--- src/rtl/bus_pkg.sv ---
// Shared definitions for the bus device endpoint: ID width, packet helpers and
// the bit positions of the sticky error flags.
package bus_pkg;

    localparam int ID_W      = 8;
    localparam int PKT_MAX_W = 64;

    localparam int ERR_RX_DROPPED    = 0;
    localparam int ERR_POP_UNDERFLOW = 1;
    localparam int ERR_RX_OVERFLOW   = 2;

    // Destination ID lives in the top byte of a packet of width pckg_sz.
    function automatic logic [ID_W-1:0] dest_of(input logic [PKT_MAX_W-1:0] pkt,
                                                 input int pckg_sz);
        return ID_W'(pkt >> (pckg_sz - ID_W));
    endfunction

endpackage

--- src/rtl/bus_dev_endpoint_sync_fifo.sv ---
// Synchronous FIFO with first-word fall-through head, explicit occupancy count,
// full and empty. Writes while full and reads while empty are ignored.
module sync_fifo #(
    parameter int WIDTH = 16,
    parameter int DEPTH = 8
) (
    input  logic                     clk,
    input  logic                     reset,
    input  logic                     wr_en,
    input  logic [WIDTH-1:0]         wr_data,
    input  logic                     rd_en,
    output logic [WIDTH-1:0]         rd_data,
    output logic [$clog2(DEPTH):0]   count,
    output logic                     full,
    output logic                     empty
);

    localparam int AW = $clog2(DEPTH);
    localparam int CW = AW + 1;

    logic [WIDTH-1:0] mem [DEPTH];
    logic [AW-1:0]    wr_ptr;
    logic [AW-1:0]    rd_ptr;
    logic             do_wr;
    logic             do_rd;

    assign full    = (count == CW'(DEPTH));
    assign empty   = (count == '0);
    assign do_wr   = wr_en && !full;
    assign do_rd   = rd_en && !empty;
    assign rd_data = empty ? '0 : mem[rd_ptr];

    // Storage is not reset; the head is masked to zero whenever the FIFO is empty.
    always_ff @(posedge clk) begin
        if (do_wr) begin
            mem[wr_ptr] <= wr_data;
        end
    end

    always_ff @(posedge clk or posedge reset) begin
        if (reset) begin
            wr_ptr <= '0;
            rd_ptr <= '0;
            count  <= '0;
        end else begin
            if (do_wr) begin
                wr_ptr <= wr_ptr + AW'(1);
            end
            if (do_rd) begin
                rd_ptr <= rd_ptr + AW'(1);
            end
            case ({do_wr, do_rd})
                2'b10:   count <= count + CW'(1);
                2'b01:   count <= count - CW'(1);
                default: count <= count;
            endcase
        end
    end

endmodule

--- src/rtl/bus_dev_endpoint.sv ---
// Device-side bus endpoint: TX FIFO drained by the bus, RX FIFO filled by the bus,
// sticky error flags. Define DEV_ADDR_FILTER_EN to accept only packets for DEV_ID/BROADCAST.
module bus_dev_endpoint
    import bus_pkg::*;
#(
    parameter int              PCKG_SZ   = 16,
    parameter int              DEPTH     = 8,
    parameter logic [ID_W-1:0] DEV_ID    = 8'h00,
    parameter logic [ID_W-1:0] BROADCAST = 8'hFF
) (
    input  logic                     clk,
    input  logic                     reset,
    output logic                     pndng,
    output logic [PCKG_SZ-1:0]       D_pop,
    input  logic                     pop,
    input  logic                     push,
    input  logic [PCKG_SZ-1:0]       D_push,
    input  logic                     tx_valid,
    output logic                     tx_ready,
    input  logic [PCKG_SZ-1:0]       tx_data,
    output logic                     rx_valid,
    input  logic                     rx_ready,
    output logic [PCKG_SZ-1:0]       rx_data,
    output logic [$clog2(DEPTH):0]   tx_count,
    output logic [$clog2(DEPTH):0]   rx_count,
    output logic [2:0]               err_flags
);

    logic tx_full;
    logic tx_empty;
    logic rx_full;
    logic rx_empty;
    logic addr_ok;
    logic rx_accept;

    sync_fifo #(.WIDTH(PCKG_SZ), .DEPTH(DEPTH)) u_tx_fifo (
        .clk     (clk),
        .reset   (reset),
        .wr_en   (tx_valid),
        .wr_data (tx_data),
        .rd_en   (pop),
        .rd_data (D_pop),
        .count   (tx_count),
        .full    (tx_full),
        .empty   (tx_empty)
    );

    sync_fifo #(.WIDTH(PCKG_SZ), .DEPTH(DEPTH)) u_rx_fifo (
        .clk     (clk),
        .reset   (reset),
        .wr_en   (rx_accept),
        .wr_data (D_push),
        .rd_en   (rx_ready),
        .rd_data (rx_data),
        .count   (rx_count),
        .full    (rx_full),
        .empty   (rx_empty)
    );

    assign pndng    = !tx_empty;
    assign tx_ready = !tx_full;
    assign rx_valid = !rx_empty;

`ifdef DEV_ADDR_FILTER_EN
    logic [ID_W-1:0] dest;
    assign dest    = dest_of(PKT_MAX_W'(D_push), PCKG_SZ);
    assign addr_ok = (dest == DEV_ID) || (dest == BROADCAST);
`else
    assign addr_ok = 1'b1;
`endif

    assign rx_accept = push && addr_ok;

    // Overflow only counts packets that passed the filter; fullness is judged before the edge.
    always_ff @(posedge clk or posedge reset) begin
        if (reset) begin
            err_flags <= '0;
        end else begin
            if (rx_accept && rx_full) begin
                err_flags[ERR_RX_OVERFLOW] <= 1'b1;
            end
            if (pop && tx_empty) begin
                err_flags[ERR_POP_UNDERFLOW] <= 1'b1;
            end
            if (push && !addr_ok) begin
                err_flags[ERR_RX_DROPPED] <= 1'b1;
            end
        end
    end

endmodule
--- config.mk ---
export PLATFORM = sky130hd
export DESIGN_NAME = bus_dev_endpoint
export DESIGN_NICKNAME = d
export VERILOG_FILES = /design/src/rtl/bus_pkg.sv /design/src/rtl/bus_dev_endpoint_sync_fifo.sv /design/src/rtl/bus_dev_endpoint.sv
export SDC_FILE = /design/constraint.sdc
export NUM_CORES = 1
export LEC_CHECK = 0
export BUFFER_PORTS_ARGS = -buffer_cell sky130_fd_sc_hd__buf_2
export CAP_MARGIN = 0
export CORE_ASPECT_RATIO = 0.6
export CORE_MARGIN = 1.5
export CORE_UTILIZATION = 40
export DETAILED_ROUTE_END_ITERATION = 16
export SYNTH_ARGS = -nofsm -noshare
export SYNTH_HDL_FRONTEND = slang
export SYNTH_SLANG_ARGS = --single-unit
--- constraint.sdc ---
create_clock -name clk -period 6.9 [get_ports clk]
set_input_delay 0 -clock clk [delete_from_list [all_inputs] [get_ports clk]]
set_output_delay 0 -clock clk [all_outputs]
set_load 0.01 [all_outputs]
# Yosys cells after proc, flatten, opt, wreduce, memory -nomap -nowiden

Memory sizes are Yosys's and may differ from the RTL's.
Index checks and enable logic that the tools add are counted.

Add/subtract/negate cells: 8
Equality and inequality tests: 6
Muxes and demuxes: 8
Reduce and logical (&&, ||, !) cells: 14

Operators by type and width:

| kind                                                                  | count |
|---|---|
| 16-bit 2-to-1 mux                                                     | 2 |
| 4-bit one-hot mux with 2 select lines                                 | 2 |
| 3-bit by 1-bit adder with 3-bit output, second input constant         | 4 |
| 4-bit by 1-bit adder with 4-bit output, second input constant         | 2 |
| 4-bit equality test, second input constant                            | 2 |
| 4-bit zero test                                                       | 2 |
| 4-bit by 1-bit subtractor with 4-bit output, second input constant    | 2 |
| 1-bit logical AND                                                     | 6 |
| 2-bit by 1-bit equality test with 1-bit output, second input constant | 2 |
| 2-bit equality test, second input constant                            | 2 |
| 1-bit zero test                                                       | 4 |
| 1-bit 2-to-1 mux                                                      | 4 |
| 2-bit nonzero test                                                    | 2 |

Flip-flop bits (word level): 22
Memory bits (writable): 256
Input bits: 38
Memories kept: 2

Memories:

| memory        | words | bits a word | rd ports | clocked after memory_dff | wr ports | RTL line                         | RTL |
|---|---|---|---|---|---|---|---|
| u_rx_fifo.mem | 8     | 16          | 1        | 0                        | 1        | bus_dev_endpoint_sync_fifo.sv:21 | `logic [WIDTH-1:0] mem [DEPTH];` |
| u_tx_fifo.mem | 8     | 16          | 1        | 0                        | 1        | bus_dev_endpoint_sync_fifo.sv:21 |  |

# Longest topological paths before layout

Gate-level depths: netlist of the first run.

Word-level depth: 5
Gate-level depth with buffers: 12
Depth with buffers taken out: 10

# Modules after synthesis

From an unflattened synthesis of the first run, not the netlist that was laid out.

Cells, all modules: 518
Area total of the unflattened synthesis: 10949.3 µm²

By module, submodules not included:

| module           | instances | cells each | area each (µm²) | seq. area each (µm²) |
|---|---|---|---|---|
| sync_fifo        | 2         | 254        | 5429.0          | 4093.9 |
| bus_dev_endpoint | 1         | 10         | 91.3            | 50.0 |

# Worst setup path before layout of the first run

No wires, ideal clock.

Path kind: reg-to-reg
Start: register u_rx_fifo.count[2]
End: memory u_rx_fifo.mem[0][0] (enable)
Library setup time: 0.430 ns
Data arrival time: 2.806 ns
Data required time: 6.470 ns
Slack: 3.664 ns
Stages on the path, launching flop included: 6
Period minus slack after synthesis: 3.236 ns
Cells stage by stage: dfrtp_1 -> clkbuf_1 -> nor3_1 -> a21boi_1 -> inv_1 -> nor4_1

Word-level cells in the longest chain between the ends: 5

Ends and longest elaborated chain:

| element                                | RTL line                         | RTL |
|---|---|---|
| from (decl)                            | bus_dev_endpoint_sync_fifo.sv:13 | `output logic [$clog2(DEPTH):0] count,` |
| from (signal assigned)                 | bus_dev_endpoint_sync_fifo.sv:53 | `2'b10: count <= count + CW'(1);` |
| from (signal assigned)                 | bus_dev_endpoint_sync_fifo.sv:54 | `2'b01: count <= count - CW'(1);` |
| from (signal assigned)                 | bus_dev_endpoint_sync_fifo.sv:55 | `default: count <= count;` |
| 4-bit equality test                    | bus_dev_endpoint_sync_fifo.sv:27 | `assign full = (count == CW'(DEPTH));` |
| 1-bit zero test                        | bus_dev_endpoint_sync_fifo.sv:29 | `assign do_wr = wr_en && !full;` |
| 1-bit logical AND                      | bus_dev_endpoint_sync_fifo.sv:29 |  |
| 1-bit 2-to-1 mux                       | bus_dev_endpoint_sync_fifo.sv:35 | `if (do_wr) begin` |
| 1-bit 2-to-1 mux (implied by the code) | bus_dev_endpoint_sync_fifo.sv:36 | `mem[wr_ptr] <= wr_data;` |
| to (decl)                              | bus_dev_endpoint_sync_fifo.sv:21 |  |

No other way between the ends.

# Worst setup path after layout of the first run

Start: register u_rx_fifo.count[0]
End: register u_rx_fifo.count[2]

Word-level cells in the longest chain between the ends: 5

Ends and longest elaborated chain:

| element                                                                               | RTL line                                                           | RTL |
|---|---|---|
| 4-bit equality test or 4-bit zero test (tied branches)                                | bus_dev_endpoint_sync_fifo.sv:27, bus_dev_endpoint_sync_fifo.sv:28 |  |
| 1-bit zero test, on equally long branches                                             | bus_dev_endpoint_sync_fifo.sv:29, bus_dev_endpoint_sync_fifo.sv:30 |  |
| 1-bit logical AND, on equally long branches                                           | bus_dev_endpoint_sync_fifo.sv:29, bus_dev_endpoint_sync_fifo.sv:30 |  |
| 2-bit by 1-bit equality test with 1-bit output or 2-bit equality test (tied branches) | bus_dev_endpoint_sync_fifo.sv:52                                   | `case ({do_wr, do_rd})` |
| 4-bit one-hot mux with 2 select lines or 2-bit nonzero test (tied branches)           | --                                                                 |  |

Parallel ways exist; a longest one is shown, timed or not.
A chain may end at the register's enable or synchronous reset.

==> results of run 1 <==
-- kinds of logic (layout without fill, tap and decap cells) --
family / count (synthesis) / in the layout / share of synthesized area [%]
compound gates: 10 / 10 / 0.6497
xor+xnor: 17 / 17 / 1.356
fa+ha+maj: 10 / 10 / 1.140
buf+inv: 32 / 185 / 1.459
flops: 278 / 278 / 75.03
mux: 103 / 103 / 16.83
other cells: 1 / 1 / 0.03416
simple gates: 79 / 79 / 3.499
-- worst reg2reg max path, delay by kind of cell, from the launching register on --
kind	cells	cell delay (ps)
AO/OA/AOI/OAI	1	150
XOR/XNOR	3	490
adder cells (fa/ha/maj)	2	480
buffers and inverters	1	40
flip-flops	1	480
AND/OR/NAND/NOR	3	1380
-- cell type report --
class	instances	area, sq um	area share [%]
Clock buffer	35	705.7	5.394
Clock inverter	13	127.6	0.9755
Inverter	4	15.01	0.1148
Multi-Input combinational cell	220	2655	20.29
Sequential cell	278	8243	63.01
Tap cell	360	450.4	3.443
Timing Repair Buffer	133	885.9	6.771
-- worst paths after layout --
check | cells past startpoint | end | slack [ps] | from
worst max-delay path | 10 | u_rx_fifo.count[2] | 3750 | u_rx_fifo.count[0]
worst min-delay path | 3 | err_flags[2] | 180 | reset
worst max register to register | 10 | u_rx_fifo.count[2] | 3750 | u_rx_fifo.count[0]
worst min register to register | 1 | err_flags[1] | 460 | err_flags[1]
max in group asynchronous | 3 | u_tx_fifo.rd_ptr[1] | 6110 | reset
min in group clk | 3 | err_flags[1] | 210 | pop
-- synth_stat cells (2+ instances only) --
library cell and instances:
edfxtp_1 256, mux4_2 64, nor2_1 44, mux2i_1 32, dfrtp_1 22, buf_2 11
nand2_1 11, ha_1 10, xor2_1 10, clkbuf_1 9, nor3_1 8, xnor2_1 7
nand2b_1 5, buf_1 4, mux2_2 4, buf_6 3, a21oi_1 2, inv_1 2
inv_2 2, mux2_4 2, nand3_1 2, nor4_4 2
-- power by group through the flow --
stage | clock network [mW] | registers, mW | logic [mW]
2_1_floorplan | 0 | 2.29 | 1.25
3_3_place_gp | 0 | 2.43 | 1.69
3_5_place_dp | 0 | 2.46 | 1.71
4_1_cts | 1.44 | 2.42 | 1.74
5_1_grt | 1.50 | 2.46 | 1.86
6_report | 1.40 | 2.41 | 1.69
-- registers in the layout, summed over array words and instances, names as in the netlist --
signal,flops
u_rx_fifo.wr_ptr,3
u_rx_fifo.mem,128
u_rx_fifo.count,4
u_tx_fifo.rd_ptr,3
u_tx_fifo.mem,128
u_tx_fifo.count,4
u_tx_fifo.wr_ptr,3
err_flags,2
u_rx_fifo.rd_ptr,3
-- stage by stage --
step | total power, mW | utilization [%] | hold WS, ps | instances
detailed placement | 4.167 | 44.48 | 232.6 | 958
global route | 5.817 | 48.99 | 207.1 | 1043
finish | 5.506 | 48.99 | 182.3 | 1043
floorplan | 3.533 | - | -10.77 | 530
global placement | 4.112 | 44.48 | 212.0 | 958
CTS | 5.597 | 48.99 | 188.1 | 1043
-- repair_timing --
item	in CTS	in global routing
hold buffers	37	0
resized for setup	0	0
endpoints found under the hold margin	292	0
-- metal layers --
| layer | vias to the layer above | wire (microns) | track usage (%) |
|---|---|---|---|
| met5 | - | 0 | 0 |
| met4 | 0 | 328 | 3.395 |
| met3 | 25 | 895 | 2.917 |
| met2 | 111 | 10260 | 24.79 |
| met1 | 2793 | 10540 | 24.22 |
| li1 | 2405 | - | - |
==> impl_metrics.py, run 1 <==
metrics = {
    "run_status": {
        "status": "finished clean",
    },
    "flow_run": {
        "cap_violations": 0,
    },
    "critical_path": {
        "crit_chain": "nor4_4 -> inv_2 -> and2_1 -> ha_1 -> xor2_1 -> ha_1 -> a21oi_1 -> xor2_1 -> nor2_1 -> xor2_1",
        "cp-end-kind": "flip-flop",
        "cp_num_buf_inv": 1,
        "critical-path-top-delay-family": "simple AND/OR/NAND/NOR gates",
        "crit_top_cell": "xor2_1",
        "cp.required_ps": 7320,
        "crit_type": "flip-flop to flip-flop",
        "cp-start-kind": "flip-flop",
        "critPathSlowestCell": "nor4_4",
        "cpPeakStageDelay_ps": 1050,
        "path_max_fanout": 17,
        "arrival_ps": 3570,
    },
    "drt": {
        "dr.pass1.iters": 4,
        "avgRoutedWirePerCell_microns": 21.11,
        "wirelength_microns": 22020,
        "drtAntennaViolNets": 0,
        "vias": 5334,
        "dr.first_iter.drc_count": 416,
        "viasPerCell": 5.114,
        "drc": 0,
    },
    "cells_and_area": {
        "diodes": 0,
        "nets": 712,
        "area.growth.synth_to_final_pct": 19.16,
        "mostFrequentLayoutCells": "256 x edfxtp_1, 82 x buf_2, 64 x mux4_2",
        "nFillCells": 2222,
        "drive_gt1_share_pct": 31.77,
        "final_area_sq_mm": 0.01308,
        "mostFrequentLayoutCell": "edfxtp_1",
    },
    "floorplan": {
        "dieArea_sq_mm": 0.02848,
        "core_sq_mm": 0.02671,
        "die_w_microns": 216.9,
        "ios": 84,
        "die_h_microns": 131.3,
        "initial_core_util_pct": 41.11,
        "row_count": 46,
    },
    "power": {
        "p_leak_nw": 4.502,
        "intPower_mw": 3.765,
        "p_sw_mw": 1.741,
        "powerDensity_mw_per_mm2": 420.9,
        "ir_drop_mv": 0.1970,
        "p_sw_share_pct": 31.62,
        "clock_power_share_pct": 25.4,
        "p_comb_share_pct": 30.8,
        "seqPwrFrac_pct": 43.9,
    },
    "logic_synthesis": {
        "syn_avg_cell_area_sq_um": 20.72,
        "synth_warnings": 0,
        "yosysTopAreaCell": "edfxtp_1",
        "async_flop_share_pct": 7.914,
        "syn-num-nets": 578,
        "ys.flop_type": "edfxtp_1",
        "yosysUniqueCellTypes": 40,
        "synth_area_leaders": "edfxtp_1 70%, mux4_2 13%, dfrtp_1 5.0%",
        "synth_area_sq_mm": 0.01098,
        "yosys.area.top_type_share_pct": 70.02,
        "ys_seq_area_share_pct": 75.03,
        "ys_ff_latch": 278,
        "synth_edf_count": 256,
        "synth_cells": 530,
    },
    "global_routing": {
        "grt_max_degree": 35,
        "grt_pass1_vias": 5778,
        "gr-total-overflow": 0,
        "antenna_found_initial": 0,
        "grt_util_all_layers_pct": 16.15,
        "grt_pass1_wl_microns": 34770,
    },
    "timing": {
        "setup_ws_ps": 3746,
        "max_slew_margin_pct": 20.11,
        "period_share_pct": 45.71,
        "worst_slew_pin_slew_ps": 1189,
        "fin_crit_ps": 3154,
        "max_clock_freq_ghz": 0.3170,
        "tns_ps": 0,
        "finClkSkew_ps": 7.219,
        "rsz0062_at_grt": "false",
        "final-max-slew-violation-count": 0,
        "setup-violations-final": 0,
        "hold_viol": 0,
    },
    "clock_network": {
        "cts_tree": "done",
        "numCtsBuffers": 27,
        "cts_root_buf": "clkbuf_16",
        "ctsHtreeMaxLevel": 1,
        "clkLatencyLatePin_ps": 540,
        "clkTransAtPathRegs_ps": 60,
        "post-cts-setup-buffers": 0,
        "cts.sinks": 278,
        "cts_buffer_depth": 3,
    },
    "hold_path": {
        "holdCritPathClass": "primary input to asynchronous set/reset pin",
    },
    "place": {
        "dp_slack_ps": 3739,
        "dpl.hpwl_microns": 13020,
        "gp_congestion": 0.7251,
        "port_buffers": 82,
        "place_area_sq_mm": 0.01188,
    },
}
Note: power is estimated with default switching activity, not from simulation.
==> inputs of run 2 (changes only) <==
- clock period: 6.9 -> 2.9 ns (I/O delays scaled with it)
==> run 2 against run 1 <==
  * Design area increased by 0.41%
  * Register-to-register slack worse by 3500 ps
  * Global-route usage down 0.55 points
  * Sequential power grew 130%
  * Clock power is 130% higher
  * Clock skew rose by 12 ps
  * Die area did not move
  * Total power is 140% higher
  * Maximum frequency up 19%
  * Combinational power rose to 2.6 times the previous value
  * Cell count increased by 1.1%
  * Sequential share of layout area fell by 0.28 points
  * Critical path type unchanged
  * Critical endpoint is now u_tx_fifo.count[2]
  * Largest power group unchanged
==> impl_metrics.py, run 2 (synthesis results as in run 1) <==
metrics = {
    "run_status": {
        "status": "finished clean",
    },
    "global_routing": {
        "antenna_found_initial": 1,
        "gr-total-overflow": 0,
        "grt_pass1_vias": 5793,
        "grt_pass1_wl_microns": 33840,
        "grt_util_all_layers_pct": 15.60,
        "grt_max_degree": 35,
    },
    "clock_network": {
        "cts-resized-gates": 0,
        "ctsHtreeMaxLevel": 1,
        "cts_root_buf": "clkbuf_16",
        "cts_tree": "done",
        "cts.sinks": 278,
        "post-cts-setup-buffers": 0,
        "clkTransAtPathRegs_ps": 70,
        "ctsHoldBuffers": 37,
        "numCtsBuffers": 27,
        "clkLatencyLatePin_ps": 530,
        "cts_buffer_depth": 3,
    },
    "place": {
        "dpl.hpwl_microns": 12920,
        "port_buffers": 82,
        "gp_congestion": 0.7168,
        "dp_cells": 969,
    },
    "power": {
        "finalPower_mw": 13.03,
        "p_leak_nw": 4.546,
        "ir_drop_mv": 0.5038,
        "powerDensity_mw_per_mm2": 992.2,
    },
    "drt": {
        "dr.first_iter.drc_count": 382,
        "wirelength_microns": 21720,
        "dr.pass1.iters": 5,
        "viasPerCell": 5.157,
        "drc": 0,
        "avgRoutedWirePerCell_microns": 20.61,
        "vias": 5436,
        "drtAntennaViolNets": 0,
    },
    "cells_and_area": {
        "mostFrequentLayoutCell": "edfxtp_1",
        "top_regs": "u_rx_fifo.mem: 128 flops, u_tx_fifo.mem: 128 flops",
        "drive_gt1_share_pct": 33.33,
        "area.growth.synth_to_final_pct": 19.65,
        "nets": 723,
        "seq_area_sq_mm": 0.008240,
        "multi_input_area_sq_mm": 0.002626,
        "nFillCells": 2221,
        "mostFrequentLayoutCells": "256 x edfxtp_1, 82 x buf_2, 64 x mux4_2",
        "stdcell_count": 1054,
    },
    "critical_path": {
        "crit_top_cell": "xor2_1",
        "cp-start-kind": "flip-flop",
        "cp.required_ps": 3290,
        "crit_chain": "or4b_1 -> nand2_1 -> ha_1 -> xor2_1 -> ha_1 -> a21oi_1 -> xor2_1 -> nor2_1 -> xor2_1",
        "crit_type": "flip-flop to flip-flop",
        "path_max_fanout": 8,
        "cpPeakStageDelay_ps": 620,
        "arrival_ps": 3050,
        "critPathSlowestCell": "or4b_1",
        "cp-end-kind": "flip-flop",
    },
    "timing": {
        "max_slew_margin_pct": 44.15,
        "final-max-slew-violation-count": 0,
        "setup-violations-final": 0,
        "max_clock_freq_ghz": 0.3767,
        "finClkSkew_ps": 19.61,
        "worst_slew_pin_slew_ps": 836.9,
        "fin_crit_ps": 2655,
        "tns_ps": 0,
        "hold_viol": 0,
        "rsz0062_at_grt": "false",
        "period_share_pct": 91.55,
    },
    "floorplan": {
        "initial_core_util_pct": 41.11,
        "die_w_microns": 216.9,
        "ios": 84,
        "dieArea_sq_mm": 0.02848,
        "die_h_microns": 131.3,
        "core_sq_mm": 0.02671,
        "row_count": 46,
    },
    "flow_run": {
        "cap_violations": 0,
    },
    "hold_path": {
        "holdCritPathClass": "primary input to asynchronous set/reset pin",
    },
}
[run 2: layout make-up]
type	count	share of cell area [%]
Inverter	4	0.1143
Sequential cell	278	62.73
Clock inverter	16	0.8953
Timing Repair Buffer	144	7.563
Tap cell	360	3.429
Antenna cell	1	0.01905
Multi-Input combinational cell	220	19.99
Clock buffer	31	5.258
[run 2: through the flow]
stage	instance area (sq um)	hold slack (ps)	setup slack, ps	utilization (%)
floorplan	10990	-10.77	62.19	-
global placement	11960	201.3	422.3	44.77
detailed placement	11960	213.8	263.4	44.77
CTS	13130	195.1	255.6	49.18
global route	13140	258.4	24.83	49.19
finish	13140	195.3	245.2	49.19
[run 2: report_power, final]
| group | switching [mW] | total [mW] | internal (mW) |
|---|---|---|---|
| Clock | 1.44 | 3.24 | 1.80 |
| Sequential | 0.360 | 5.46 | 5.10 |
| Combinational | 2.31 | 4.33 | 2.03 |
[run 2: path summary, 6_finish.rpt]
| kind | from | to | slack (ps) | cells past startpoint |
|---|---|---|---|---|
| worst max-delay path | u_tx_fifo.count[1] | u_tx_fifo.count[2] | 250 | 9 |
| max in group asynchronous | reset | u_rx_fifo.rd_ptr[0] | 2130 | 3 |
| worst min-delay path | reset | u_tx_fifo.count[3] | 200 | 3 |
| worst max register to register | u_tx_fifo.count[1] | u_tx_fifo.count[2] | 250 | 9 |
| min in group clk | pop | err_flags[1] | 260 | 3 |
| worst min register to register | err_flags[1] | err_flags[1] | 470 | 1 |
[run 2: worst max-delay path: cells and delay by family (launching register included)]
family	cells	cell delay, ps
flops	1	490
xor+xnor	3	440
fa+ha+maj	2	520
compound gates	1	190
simple gates	3	900
[run 2: routing by layer]
metal / wire, microns / share of wire (%) / vias to the layer above / global-route usage (%)
met5: 0 / 0 / - / 0
met2: 10040 / 46 / 101 / 24.52
met4: 366 / 1.7 / 0 / 3.202
met1: 10460 / 48 / 2887 / 22.92
met3: 852 / 3.9 / 26 / 2.801
li1: - / - / 2422 / -
==> inputs of run 3 (changes only) <==
- CORE_MARGIN: 1.5 -> 2
==> run 3 against run 2 <==
  * Maximum frequency up 0.61%
  * Design area up 0.58%
  * Clock skew about the same
  * Highest routed layer unchanged
==> impl_metrics.py, run 3 (synthesis results as in run 1) <==
metrics = {
    "drt": {
        "dr.first_iter.drc_count": 422,
        "drtAntennaViolNets": 0,
        "avgRoutedWirePerCell_microns": 21.30,
        "dr.pass1.iters": 4,
        "vias": 5416,
        "wirelength_microns": 22470,
        "viasPerCell": 5.134,
        "drc": 0,
    },
    "timing": {
        "final-max-slew-violation-count": 0,
        "max_clock_freq_ghz": 0.3790,
        "rsz0062_at_grt": "false",
        "setup-violations-final": 0,
        "period_share_pct": 90.99,
        "whs_ps": 211.2,
        "tns_ps": 0,
        "finClkSkew_ps": 19.20,
        "hold_viol": 0,
        "fin_crit_ps": 2639,
        "max_slew_margin_pct": 39.87,
        "worst_slew_pin_slew_ps": 901.0,
    },
    "floorplan": {
        "die_w_microns": 217.9,
        "die_h_microns": 132.3,
        "row_count": 46,
        "core_sq_mm": 0.02671,
        "initial_core_util_pct": 41.11,
        "dieArea_sq_mm": 0.02883,
        "ios": 84,
    },
    "flow_run": {
        "cap_violations": 0,
    },
    "clock_network": {
        "cts.sinks": 278,
        "cts-resized-gates": 0,
        "cts_buffer_depth": 3,
        "clkTransAtPathRegs_ps": 70,
        "cts_tree": "done",
        "clkLatencyLatePin_ps": 530,
        "cts_root_buf": "clkbuf_16",
        "numCtsBuffers": 26,
        "ctsHtreeMaxLevel": 1,
    },
    "cells_and_area": {
        "top_regs": "u_rx_fifo.mem: 128 flops, u_tx_fifo.mem: 128 flops",
        "area.growth.synth_to_final_pct": 20.34,
        "seq_area_sq_mm": 0.008240,
        "diodes": 0,
        "nets": 723,
        "drive_gt1_share_pct": 32.95,
        "nFillCells": 2189,
        "multi_input_area_sq_mm": 0.002633,
        "mostFrequentLayoutCells": "256 x edfxtp_1, 82 x buf_2, 64 x mux4_2",
        "mostFrequentLayoutCell": "edfxtp_1",
        "final_area_sq_mm": 0.01321,
    },
    "place": {
        "port_buffers": 82,
        "dpl.hpwl_microns": 13340,
        "gp_congestion": 0.7626,
        "place_area_sq_mm": 0.01197,
    },
    "run_status": {
        "status": "finished clean",
    },
    "global_routing": {
        "antenna_found_initial": 0,
        "gr-total-overflow": 0,
        "grt_pass1_wl_microns": 34240,
        "grt_max_degree": 35,
        "grt_pass1_vias": 5745,
        "grt_util_all_layers_pct": 15.80,
    },
    "hold_path": {
        "holdCritPathClass": "primary input to asynchronous set/reset pin",
    },
    "critical_path": {
        "cp-end-kind": "flip-flop",
        "arrival_ps": 3100,
        "cp-start-kind": "flip-flop",
        "crit_top_cell": "nand2_1",
        "cp_num_buf_inv": 0,
        "cp.required_ps": 3360,
        "crit_type": "flip-flop to flip-flop",
        "path_max_fanout": 8,
        "cpPeakStageDelay_ps": 650,
        "critical-path-top-delay-family": "simple AND/OR/NAND/NOR gates",
        "critPathSlowestCell": "or4b_1",
        "crit_chain": "or4b_1 -> nand2_1 -> ha_1 -> nand2_1 -> mux2_2 -> o41ai_1 -> xor2_1",
    },
    "power": {
        "ir_drop_mv": 0.5201,
        "powerDensity_mw_per_mm2": 1009,
        "p_leak_nw": 4.592,
        "finalPower_mw": 13.34,
    },
}
## run 3: per-stage QoR
step / instances / util (%) / setup slack, ps
3_3_place_gp: 970 / 44.82 / 428.0
5_1_grt: 1055 / 49.48 / 123.2
6_report: 1055 / 49.48 / 261.2
3_5_place_dp: 970 / 44.82 / 286.1
4_1_cts: 1055 / 49.48 / 254.8
2_1_floorplan: 530 / - / 62.19
## run 3: worst paths after layout
kind | slack, ps | startpoint | to | cells past startpoint
worst min register to register | 460 | err_flags[1] | err_flags[1] | 1
max in group asynchronous | 2070 | reset | u_tx_fifo.rd_ptr[0] | 3
worst max-delay path | 260 | u_tx_fifo.count[1] | u_tx_fifo.count[3] | 7
worst max register to register | 260 | u_tx_fifo.count[1] | u_tx_fifo.count[3] | 7
min in group clk | 240 | pop | err_flags[1] | 3
worst min-delay path | 210 | reset | err_flags[2] | 3
## run 3: repair_timing
action / in CTS / in global routing
endpoints found under the hold margin: 288 / 0
buffers inserted: 0 / 0
hold buffers: 37 / 0
setup endpoints to repair: 0 / 0
## run 3: worst register-to-register path, cell delays in order, from the launching register on
cell     delay (ps)
dfrtp_1         480
or4b_1          650
nand2_1         230
ha_1            310
nand2_1          80
mux2_2          280
o41ai_1         360
xor2_1          170
## run 3: layout make-up
cell class / instances / area share [%]
clock buffer: 33 / 5.284
multi-input combinational: 220 / 19.92
tap: 360 / 3.409
timing repair buffer: 145 / 7.576
sequential: 278 / 62.37
clock inverter: 15 / 1.326
inverter: 4 / 0.1136
## run 3: power breakdown
| group | internal [mW] | switching, mW |
|---|---|---|
| registers | 5.10 | 0.416 |
| logic | 2.04 | 2.30 |
| clock network | 2.06 | 1.42 |
| total | 9.20 | 4.14 |
## run 3: routing by layer
metal	global-route usage (%)	vias to the layer above	share of wire, %
met5	0	-	0
met2	24.14	147	46
met1	23.54	2825	45
li1	-	2420	-
met3	3.391	24	6.9
met4	3.175	0	1.4
